[config.mk]
export PLATFORM = sky130hd
export DESIGN_NAME = filter_frame_sched
export DESIGN_NICKNAME = d
export VERILOG_FILES = /design/src/rtl/filter_frame_sched_pkg.sv /design/src/rtl/filter_frame_sched_coef_shadow.sv /design/src/rtl/filter_frame_sched.sv
export SDC_FILE = /design/constraint.sdc
export NUM_CORES = 1
export LEC_CHECK = 0
export BUFFER_PORTS_ARGS = -buffer_cell sky130_fd_sc_hd__buf_2
export CORE_UTILIZATION = 48
export CTS_CLUSTER_SIZE = 28
export DETAILED_ROUTE_END_ITERATION = 8
export PLACE_DENSITY = 0.79
export SYNTH_ARGS = -nofsm -noshare
export SYNTH_HDL_FRONTEND = slang
export SYNTH_SLANG_ARGS = --single-unit
[constraint.sdc]
create_clock -name iClk -period 3.1 [get_ports iClk]
set_clock_uncertainty 0.1 [all_clocks]
set_input_delay 0.155 -clock iClk [delete_from_list [all_inputs] [get_ports iClk]]
set_output_delay 0.155 -clock iClk [all_outputs]
set_load 0.1 [all_outputs]
[src/rtl/filter_frame_sched_pkg.sv]
// Shared definitions for the video filter frame controller and its neighbours
// (window generator, LCD controller).
package filter_frame_sched_pkg;

    typedef enum logic [2:0] {
        ST_IDLE  = 3'd0,
        ST_LOAD  = 3'd1,
        ST_START = 3'd2,
        ST_RUN   = 3'd3,
        ST_GAP   = 3'd4
    } state_t;

    localparam int ERR_W     = 3;
    localparam int ERR_TMO   = 0;
    localparam int ERR_ADDR  = 1;
    localparam int ERR_STRAY = 2;

    localparam int WIDTH_DEF  = 480;
    localparam int HEIGHT_DEF = 272;
    localparam int DEPTH_DEF  = WIDTH_DEF * HEIGHT_DEF;

endpackage

[src/rtl/filter_frame_sched_coef_shadow.sv]
// Four 32-bit shadow registers captured on a load strobe; lets a filter stage
// see a coefficient set that cannot change underneath a frame.
module coef_shadow_regs (
    input  logic        clk_i,
    input  logic        rst_i,
    input  logic        load_i,
    input  logic [31:0] coef0_i,
    input  logic [31:0] coef1_i,
    input  logic [31:0] coef2_i,
    input  logic [31:0] coef3_i,
    output logic [31:0] coef0_o,
    output logic [31:0] coef1_o,
    output logic [31:0] coef2_o,
    output logic [31:0] coef3_o
);

    logic [31:0] coef0_q, coef1_q, coef2_q, coef3_q;

    always_ff @(posedge clk_i) begin
        if (rst_i) begin
            coef0_q <= '0;
            coef1_q <= '0;
            coef2_q <= '0;
            coef3_q <= '0;
        end else if (load_i) begin
            coef0_q <= coef0_i;
            coef1_q <= coef1_i;
            coef2_q <= coef2_i;
            coef3_q <= coef3_i;
        end
    end

    assign coef0_o = coef0_q;
    assign coef1_o = coef1_q;
    assign coef2_o = coef2_q;
    assign coef3_o = coef3_q;

endmodule

[src/rtl/filter_frame_sched.sv]
// Frame sequencer for the filter pipeline: start pulse, coefficient shadowing,
// frame completion counting, watchdog and sticky error reporting.
//   state | meaning
//   IDLE  | waiting for trigger / continuous / pending request
//   LOAD  | shadow coefficients being captured
//   START | start pulse out, pixel counter cleared
//   RUN   | counting write strobes, watchdog armed
//   GAP   | inter-frame idle time (done cycle + GAP_CYC cycles)
module filter_frame_sched
    import filter_frame_sched_pkg::*;
#(
    parameter int ADDR_W  = 17,
    parameter int WIDTH   = WIDTH_DEF,
    parameter int HEIGHT  = HEIGHT_DEF,
    parameter int DEPTH   = WIDTH * HEIGHT,
    parameter int GAP_CYC = 16,
    parameter int TIMEOUT = 4096
) (
    input  logic              iClk,
    input  logic              iRst,
    input  logic              iEnable,
    input  logic              iContinuous,
    input  logic              iTrig,
    input  logic              iClrErr,
    input  logic [31:0]       iCoef0,
    input  logic [31:0]       iCoef1,
    input  logic [31:0]       iCoef2,
    input  logic [31:0]       iCoef3,
    input  logic              iPixValid,
    input  logic [ADDR_W-1:0] iPixAddr,
    output logic              oStart,
    output logic [31:0]       oCoef0,
    output logic [31:0]       oCoef1,
    output logic [31:0]       oCoef2,
    output logic [31:0]       oCoef3,
    output logic              oBusy,
    output logic              oDone,
    output logic [15:0]       oFrameCnt,
    output logic [ERR_W-1:0]  oErr
);

    localparam int WD_W  = $clog2(TIMEOUT + 1);
    localparam int GAP_W = $clog2(GAP_CYC + 1);

    localparam logic [ADDR_W-1:0] LAST_PIX = ADDR_W'(DEPTH - 1);
    localparam logic [WD_W-1:0]   WD_LOAD  = WD_W'(TIMEOUT - 1);
    localparam logic [GAP_W-1:0]  GAP_LOAD = GAP_W'(GAP_CYC);

    state_t             state_q, state_d;
    logic [ADDR_W-1:0]  pix_cnt_q, pix_cnt_d;
    logic [WD_W-1:0]    wdog_q, wdog_d;
    logic [GAP_W-1:0]   gap_q, gap_d;
    logic               pending_q, pending_d;
    logic               start_q, busy_q;
    logic               done_q, done_d;
    logic [15:0]        frame_cnt_q, frame_cnt_d;
    logic [ERR_W-1:0]   err_q, err_d, err_set;
    logic               load_coef;

    always_comb begin
        state_d     = state_q;
        pix_cnt_d   = pix_cnt_q;
        wdog_d      = wdog_q;
        gap_d       = gap_q;
        pending_d   = pending_q;
        done_d      = 1'b0;
        frame_cnt_d = frame_cnt_q;
        err_set     = '0;

        if (iTrig && state_q != ST_IDLE) pending_d = 1'b1;
        if (iPixValid && state_q != ST_RUN) err_set[ERR_STRAY] = 1'b1;

        case (state_q)
            ST_IDLE: begin
                if (iEnable && (iTrig || iContinuous || pending_q)) state_d = ST_LOAD;
            end
            ST_LOAD: begin
                state_d = ST_START;
            end
            ST_START: begin
                pix_cnt_d = '0;
                wdog_d    = WD_LOAD;
                state_d   = ST_RUN;
            end
            ST_RUN: begin
                if (iPixValid) begin
                    if (iPixAddr != pix_cnt_q) err_set[ERR_ADDR] = 1'b1;
                    wdog_d = WD_LOAD;
                    if (pix_cnt_q == LAST_PIX) begin
                        done_d      = 1'b1;
                        frame_cnt_d = frame_cnt_q + 16'd1;
                        gap_d       = GAP_LOAD;
                        state_d     = ST_GAP;
                    end else begin
                        pix_cnt_d = pix_cnt_q + ADDR_W'(1);
                    end
                end else if (wdog_q == '0) begin
                    err_set[ERR_TMO] = 1'b1;
                    pending_d        = 1'b0;
                    state_d          = ST_IDLE;
                end else begin
                    wdog_d = wdog_q - WD_W'(1);
                end
            end
            ST_GAP: begin
                // the oDone cycle is spent here before the GAP_CYC counted cycles
                if (gap_q == '0) begin
                    state_d = (iEnable && (iContinuous || pending_q)) ? ST_LOAD : ST_IDLE;
                end else begin
                    gap_d = gap_q - GAP_W'(1);
                end
            end
            default: state_d = ST_IDLE;
        endcase

        if (state_d == ST_LOAD) pending_d = 1'b0;

        err_d     = (err_q & ~{ERR_W{iClrErr}}) | err_set;
        load_coef = (state_q == ST_LOAD);
    end

    always_ff @(posedge iClk) begin
        if (iRst) begin
            state_q     <= ST_IDLE;
            pix_cnt_q   <= '0;
            wdog_q      <= '0;
            gap_q       <= '0;
            pending_q   <= 1'b0;
            start_q     <= 1'b0;
            busy_q      <= 1'b0;
            done_q      <= 1'b0;
            frame_cnt_q <= '0;
            err_q       <= '0;
        end else begin
            state_q     <= state_d;
            pix_cnt_q   <= pix_cnt_d;
            wdog_q      <= wdog_d;
            gap_q       <= gap_d;
            pending_q   <= pending_d;
            start_q     <= (state_d == ST_START);
            busy_q      <= (state_d != ST_IDLE);
            done_q      <= done_d;
            frame_cnt_q <= frame_cnt_d;
            err_q       <= err_d;
        end
    end

    coef_shadow_regs u_coef_shadow (
        .clk_i   (iClk),
        .rst_i   (iRst),
        .load_i  (load_coef),
        .coef0_i (iCoef0),
        .coef1_i (iCoef1),
        .coef2_i (iCoef2),
        .coef3_i (iCoef3),
        .coef0_o (oCoef0),
        .coef1_o (oCoef1),
        .coef2_o (oCoef2),
        .coef3_o (oCoef3)
    );

    assign oStart    = start_q;
    assign oBusy     = busy_q;
    assign oDone     = done_q;
    assign oFrameCnt = frame_cnt_q;
    assign oErr      = err_q;

endmodule

==> flow_summary.ini, run 1 <==
[layout]
final_common_cell = buf_2
finalNonFillerCells = 1530
layout.cells.most_common_list = buf_2, nand2_1, dfxtp_1
drive_gt1_share_pct = 26.5
layout.nets = 1486
nFillCells = 1047
syn_to_final_growth_pct = 46.8
diodes = 0

[timing]
setup_viol = 0
max_freq_mhz = 381
rsz0062_at_grt = false
drv_slew = 0
totalNegativeSetupSlack_ns = 0
finalCriticalPeriod_ns = 2.63
relSlewSlack_pct = 35.2
hold_viol_final = 0
worst_slack_ns = 0.473
tightest_slew_ns = 0.971
timing.final.crit_share_pct = 84.7

[synthesis]
ys_ff_latch = 189
yosys.area.top_type = dfxtp_1
synth_area_um2 = 7500
synth_cell_types = 48
postSynthCellCount = 932
synthFlopType = dfxtp_1
synth_fp_nets = 1089
ys_warn_count = 0
yosys-top-cells-area = dfxtp_1, nand2_1, a21oi_1
postSynth.asyncResetShare_pct = 0
synth_edf_count = 0
syn_area_per_cell_um2 = 8.05
ys_seq_area_share_pct = 50.4
synth.top_cell.area_share_pct = 50.4

[cts]
cts_resized = 0
cts_tree = done
cts_inserted_buffers = 17
root_buffer = clkbuf_16
htreeDepth = 4
clk_pin_slew_ns = 0.07
cts_sinks = 189
cts_setup_buffers = 0
worstSkewPairLatency_ns = 0.43
clockBufferDepth = 2

[setup_path]
end_kind = register
worstPathRequired_ns = 3.35
critPathMaxFanout = 9
critPathLaunchType = register
worstSetupPathType = register to register
cp.arrival_ns = 2.87
startpoint = pix_cnt_q[11]
r2r_start = pix_cnt_q[11]

[job]
max_cap_viol_count = 0

[outcome]
status = completed

[route]
drt_iter0_drc = 653
drc = 0
totalWireLength_um = 26400
vias = 8411
via_per_inst = 5.50
drt_first_pass_iters = 7
wl_per_cell_um = 17.3
detail-route-antenna-nets = 0

[power_and_ir_drop]
power_density_nw_per_um2 = 666
peakVddDrop_v = 0.000494
power.leakage_nw = 4.79
p_total_w = 0.00734

[global_routing]
grt_pass1_vias = 8027
grt_max_degree = 129
grt_pass1_wl_um = 40200
overflow = 0
antenna_found_initial = 0
track_usage_pct = 31.7

[min_path]
min-delay-start = iPixValid
hold_class = primary input to register

[floorplanning]
io-pin-count = 302
die_x_um = 127
core-area_um2 = 15200
start_util_pct = 49.3
die_area_um2 = 16100
rows = 45
die_y_um = 127

[placed_design]
placed_cells = 1368
pre_cts_ws_ns = 0.491
io_buffers = 301
gp_congestion = 0.874
dp_hpwl_um = 14600
[cell usage after synthesis (4+ instances only)]
cell,instances
a211oi_1,4
a21oi_1,163
a311oi_1,4
a31o_2,4
and3_1,9
buf_1,4
clkbuf_1,56
dfxtp_1,189
ha_1,5
inv_1,13
nand2_1,276
nand2b_1,6
nand3_1,17
nand4_1,13
nor2_1,33
nor3_1,9
nor4_1,10
o21ai_0,9
or3_1,16
or4_1,8
xnor2_1,21
xor2_1,24
[worst max-delay path: stages (launching register included)]
cell	delay [ns]
dfxtp_1	0.48
nand4_2	0.22
or4_4	0.60
or3_1	0.49
or4_1	0.50
a21oi_1	0.14
[cells by family after synthesis]
| group | after synthesis | synth area share [%] |
|---|---|---|
| and+or+nand+nor | 415 | 24.8 |
| adders and majority gates | 5 | 0.834 |
| xor gates and xnor gates | 45 | 5.25 |
| DFF | 189 | 50.4 |
| buffers and inverters | 76 | 3.85 |
| AOI/OAI and AO/OA | 201 | 14.7 |
| muxes | 1 | 0.133 |
[area by class of cell]
class / count / area [um2] / area share, %
clock buffer: 21 / 450 / 4.09
inverter: 13 / 48.8 / 0.443
tap: 188 / 235 / 2.14
sequential: 189 / 3780 / 34.4
clock inverter: 11 / 134 / 1.22
timing repair buffer: 441 / 2920 / 26.5
multi-input combinational: 667 / 3440 / 31.2
[where the power goes]
part           total [W]  internal (W)  switching, W
logic            0.00239      0.000521       0.00187
registers        0.00276       0.00263      0.000132
clock network    0.00219       0.00122      0.000963
total            0.00734       0.00437       0.00296
[metal layers]
| metal | routed length [um] | vias up | global-route usage, % |
|---|---|---|---|
| met5 | 0 | - | 0 |
| met4 | 1720 | 0 | 21.9 |
| met2 | 12600 | 474 | 53.4 |
| met3 | 2160 | 143 | 9.05 |
| li1 | - | 3936 | - |
| met1 | 9920 | 3858 | 34.8 |
[flip-flops by register name (all words and copies together), names as in the netlist]
| register | cells |
|---|---|
| u_coef_shadow.coef2_o | 32 |
| pix_cnt_q | 17 |
| oErr | 3 |
| u_coef_shadow.coef0_o | 32 |
| u_coef_shadow.coef1_o | 32 |
| oFrameCnt | 16 |
| pending_q | 1 |
| oStart | 1 |
| state_q | 3 |
| gap_q | 5 |
| oBusy | 1 |
| oDone | 1 |
| wdog_q | 13 |
| u_coef_shadow.coef3_o | 32 |
[timing repair]
action                                  CTS  global route
hold buffers                            130             0
endpoints found under the setup margin    0             0
hold endpoints to repair                132             0
[per-stage QoR]
step	utilization (%)	instance area [um2]	hold WS, ns
after floorplan	-	7500	0.191
after global routing	72.4	11000	0.00943
after CTS	72.4	11000	0.0126
after detailed placement	60.0	9130	0.301
after global placement	60.0	9130	0.295
final	72.4	11000	0.0185
[final timing paths]
path	endpoint	slack [ns]	cells past startpoint
setup / recovery	oFrameCnt[15]	0.47	5
hold / removal	oErr[2]	0.02	3
hold reg to reg	u_coef_shadow.coef3_o[26]	0.35	2
setup reg to reg	oFrameCnt[15]	0.47	5
(Power assumes the default switching activity.)
==> run 2, diff against run 1 <==
ABC_AREA = 1   (was unset)
CORE_UTILIZATION = 50   (was 48)
PLACE_DENSITY = 0.8   (was 0.79)
clock period = 2.5 ns   (was 3.1 ns; I/O delays follow)
==> run 2 against run 1 <==
- synthesized area is 12% higher
- critical path type unchanged
- power is 80% higher
- utilization is 1.8 points higher
- design area is 8.6% higher
- highest routed layer unchanged
- final cell count is 18% higher
- hold slack better by 0.020 ns
- via count is 15% higher
- critical endpoint is now pix_cnt_q[8]
- largest cell class unchanged
==> flow_summary.ini, run 2 <==
[outcome]
status = completed

[power_and_ir_drop]
p_seq_share_pct = 30.0
p_clk_share_pct = 21.8
peakVddDrop_v = 0.000759
pwr-share-comb_pct = 48.2
power_density_nw_per_um2 = 1100
p_int_w = 0.00633
p_sw_share_pct = 52.0
power.leakage_nw = 5.36
p_sw_w = 0.00686

[layout]
layout.cells.most_common_list = buf_2, inv_1, dfxtp_1
syn_to_final_growth_pct = 42.9
final_common_cell = buf_2
layout.nets = 1724
drive_gt1_share_pct = 23.6
finalNonFillerCells = 1798

[cts]
cts_sinks = 189
cts_resized = 0
clk_pin_slew_ns = 0.07
root_buffer = clkbuf_16
htreeDepth = 4
clockBufferDepth = 2
worstSkewPairLatency_ns = 0.43
cts_tree = done
cts_inserted_buffers = 17

[synthesis]
syn_area_per_cell_um2 = 7.18
synth_cell_types = 37
ys_ff_latch = 189
postSynthCellCount = 1166
synth_edf_count = 0
yosys-top-cells-area = dfxtp_1, a21oi_1, o21ai_0
yosys.area.top_type = dfxtp_1
postSynth.asyncResetShare_pct = 0
ys_seq_area_share_pct = 45.2
ys_warn_count = 0
synth_area_um2 = 8370
synthFlopType = dfxtp_1
yosysMostFrequentCell = inv_1
synth.top_cell.area_share_pct = 45.2
ys_top_cells_by_count = inv_1, dfxtp_1, a21oi_1, nand2_1, o21ai_0
synth_fp_nets = 1323

[route]
drc = 0
detail-route-antenna-nets = 0
drt_first_pass_iters = 8
via_per_inst = 5.37
drt_iter0_drc = 785
vias = 9647
totalWireLength_um = 30900
wl_per_cell_um = 17.2

[setup_path]
reg2reg_to = pix_cnt_q[8]
critPathLaunchType = register
r2r_start = state_q[1]
critPathMaxFanout = 17
end_kind = register
worstPathRequired_ns = 2.75
cp.arrival_ns = 2.29
regToRegSetupSlack_ns = 0.46
worstSetupPathType = register to register
startpoint = state_q[1]
r2r_cells = 8

[global_routing]
grt_pass1_vias = 9373
grt_max_degree = 124
grt_pass1_wl_um = 47700
overflow = 0
track_usage_pct = 34.5
antenna_found_initial = 1

[placed_design]
gp_congestion = 0.949
placed_cells = 1633
dp_hpwl_um = 16400
io_buffers = 301

[floorplanning]
rows = 46
die_y_um = 131
core-area_um2 = 16100
io-pin-count = 302
start_util_pct = 52.0
die_x_um = 131
die_area_um2 = 17300

[timing]
fin_hold_ws_ns = 0.0381
drv_slew = 0
hold_viol_final = 0
timing.final.crit_share_pct = 81.5
max_freq_mhz = 491
totalNegativeSetupSlack_ns = 0
tightest_slew_ns = 0.802
rsz0062_at_grt = false
setup_viol = 0
finalCriticalPeriod_ns = 2.04
relSlewSlack_pct = 46.5

[min_path]
holdPathStages = 6
hold_class = primary input to register
min-delay-start = iContinuous
min_delay_worst_endpoint = pending_q

[job]
max_cap_viol_count = 0
## run 2: cell types whose count changed after synthesis, moves of 8 or more
cell      before  now
nand2_1      276  163
or3_1         16    0
inv_1         13  194
clkbuf_1      56   43
o21ai_0        9  148
nand3_1       17   51
xnor2_1       21   13
and3_1         9    0
a21oi_1      163  177
or4_1          8    0
nor4_1        10    0
nor2_1        33   90
xor2_1        24   10
## run 2: layout make-up
| type | instances | area (um2) |
|---|---|---|
| antenna | 3 | 7.51 |
| clock buffer | 21 | 460 |
| clock inverter | 10 | 153 |
| fill | 1115 | 4150 |
| inverter | 197 | 741 |
| multi-input combinational | 719 | 3600 |
| sequential | 189 | 3780 |
| tap | 216 | 270 |
| timing repair buffer | 443 | 2950 |
## run 2: worst max-delay path by stage
stage                    end  cells after the start
6_report        pix_cnt_q[8]                      8
5_1_grt         pix_cnt_q[8]                      8
4_1_cts         pix_cnt_q[8]                      8
3_5_place_dp   pix_cnt_q[16]                      8
3_3_place_gp           oBusy                     10
2_1_floorplan  oFrameCnt[14]                      7
## run 2: per-stage QoR
step	util (%)	setup WS (ns)	total power, W	area [um2]
after detailed placement	62.2	0.554	0.00988	10000
after global placement	62.2	0.598	0.00982	10000
after floorplan	-	0.279	0.00889	8370
after CTS	74.2	0.475	0.0129	12000
final	74.2	0.464	0.0132	12000
after global routing	74.2	0.302	0.0136	12000
## run 2: routing by layer
| metal | track usage (%) | part of all wire (%) | wire length, um |
|---|---|---|---|
| met1 | 38.7 | 37 | 11600 |
| met2 | 56.6 | 46 | 14200 |
| met3 | 7.87 | 8.1 | 2510 |
| met4 | 27.3 | 8.6 | 2650 |
| met5 | 0 | 0 | 0 |
## run 2: critical path: stages, from the launching register on
cell and delay (ns):
dfxtp_1 0.31, inv_1 0.08, nor2_2 0.17, nand2_2 0.31
nor2_4 0.26, inv_1 0.27, nand2_8 0.22, nand2_1 0.07
a21oi_1 0.17
## run 2: cell families after synthesis
| kind of cell | share of synthesized area [%] |
|---|---|
| buffers and inverters | 12.0 |
| AOI/OAI and AO/OA | 20.0 |
| and+or+nand+nor | 19.6 |
| xor gates and xnor gates | 2.41 |
| DFF | 45.2 |
| adders and majority gates | 0.747 |
## run 2: repair_timing
action                                 CTS  global route
hold buffers                           131             0
setup endpoints to repair                0             0
setup buffers                            0             0
endpoints found under the hold margin  132             0
## run 2: power groups by stage
stage,clock network [W],logic (W),registers (W)
after floorplan,0,0.00142,0.00747
after global placement,0,0.00590,0.00391
after detailed placement,0,0.00595,0.00393
after CTS,0.00289,0.00613,0.00388
after global routing,0.00301,0.00658,0.00400
final,0.00288,0.00635,0.00396
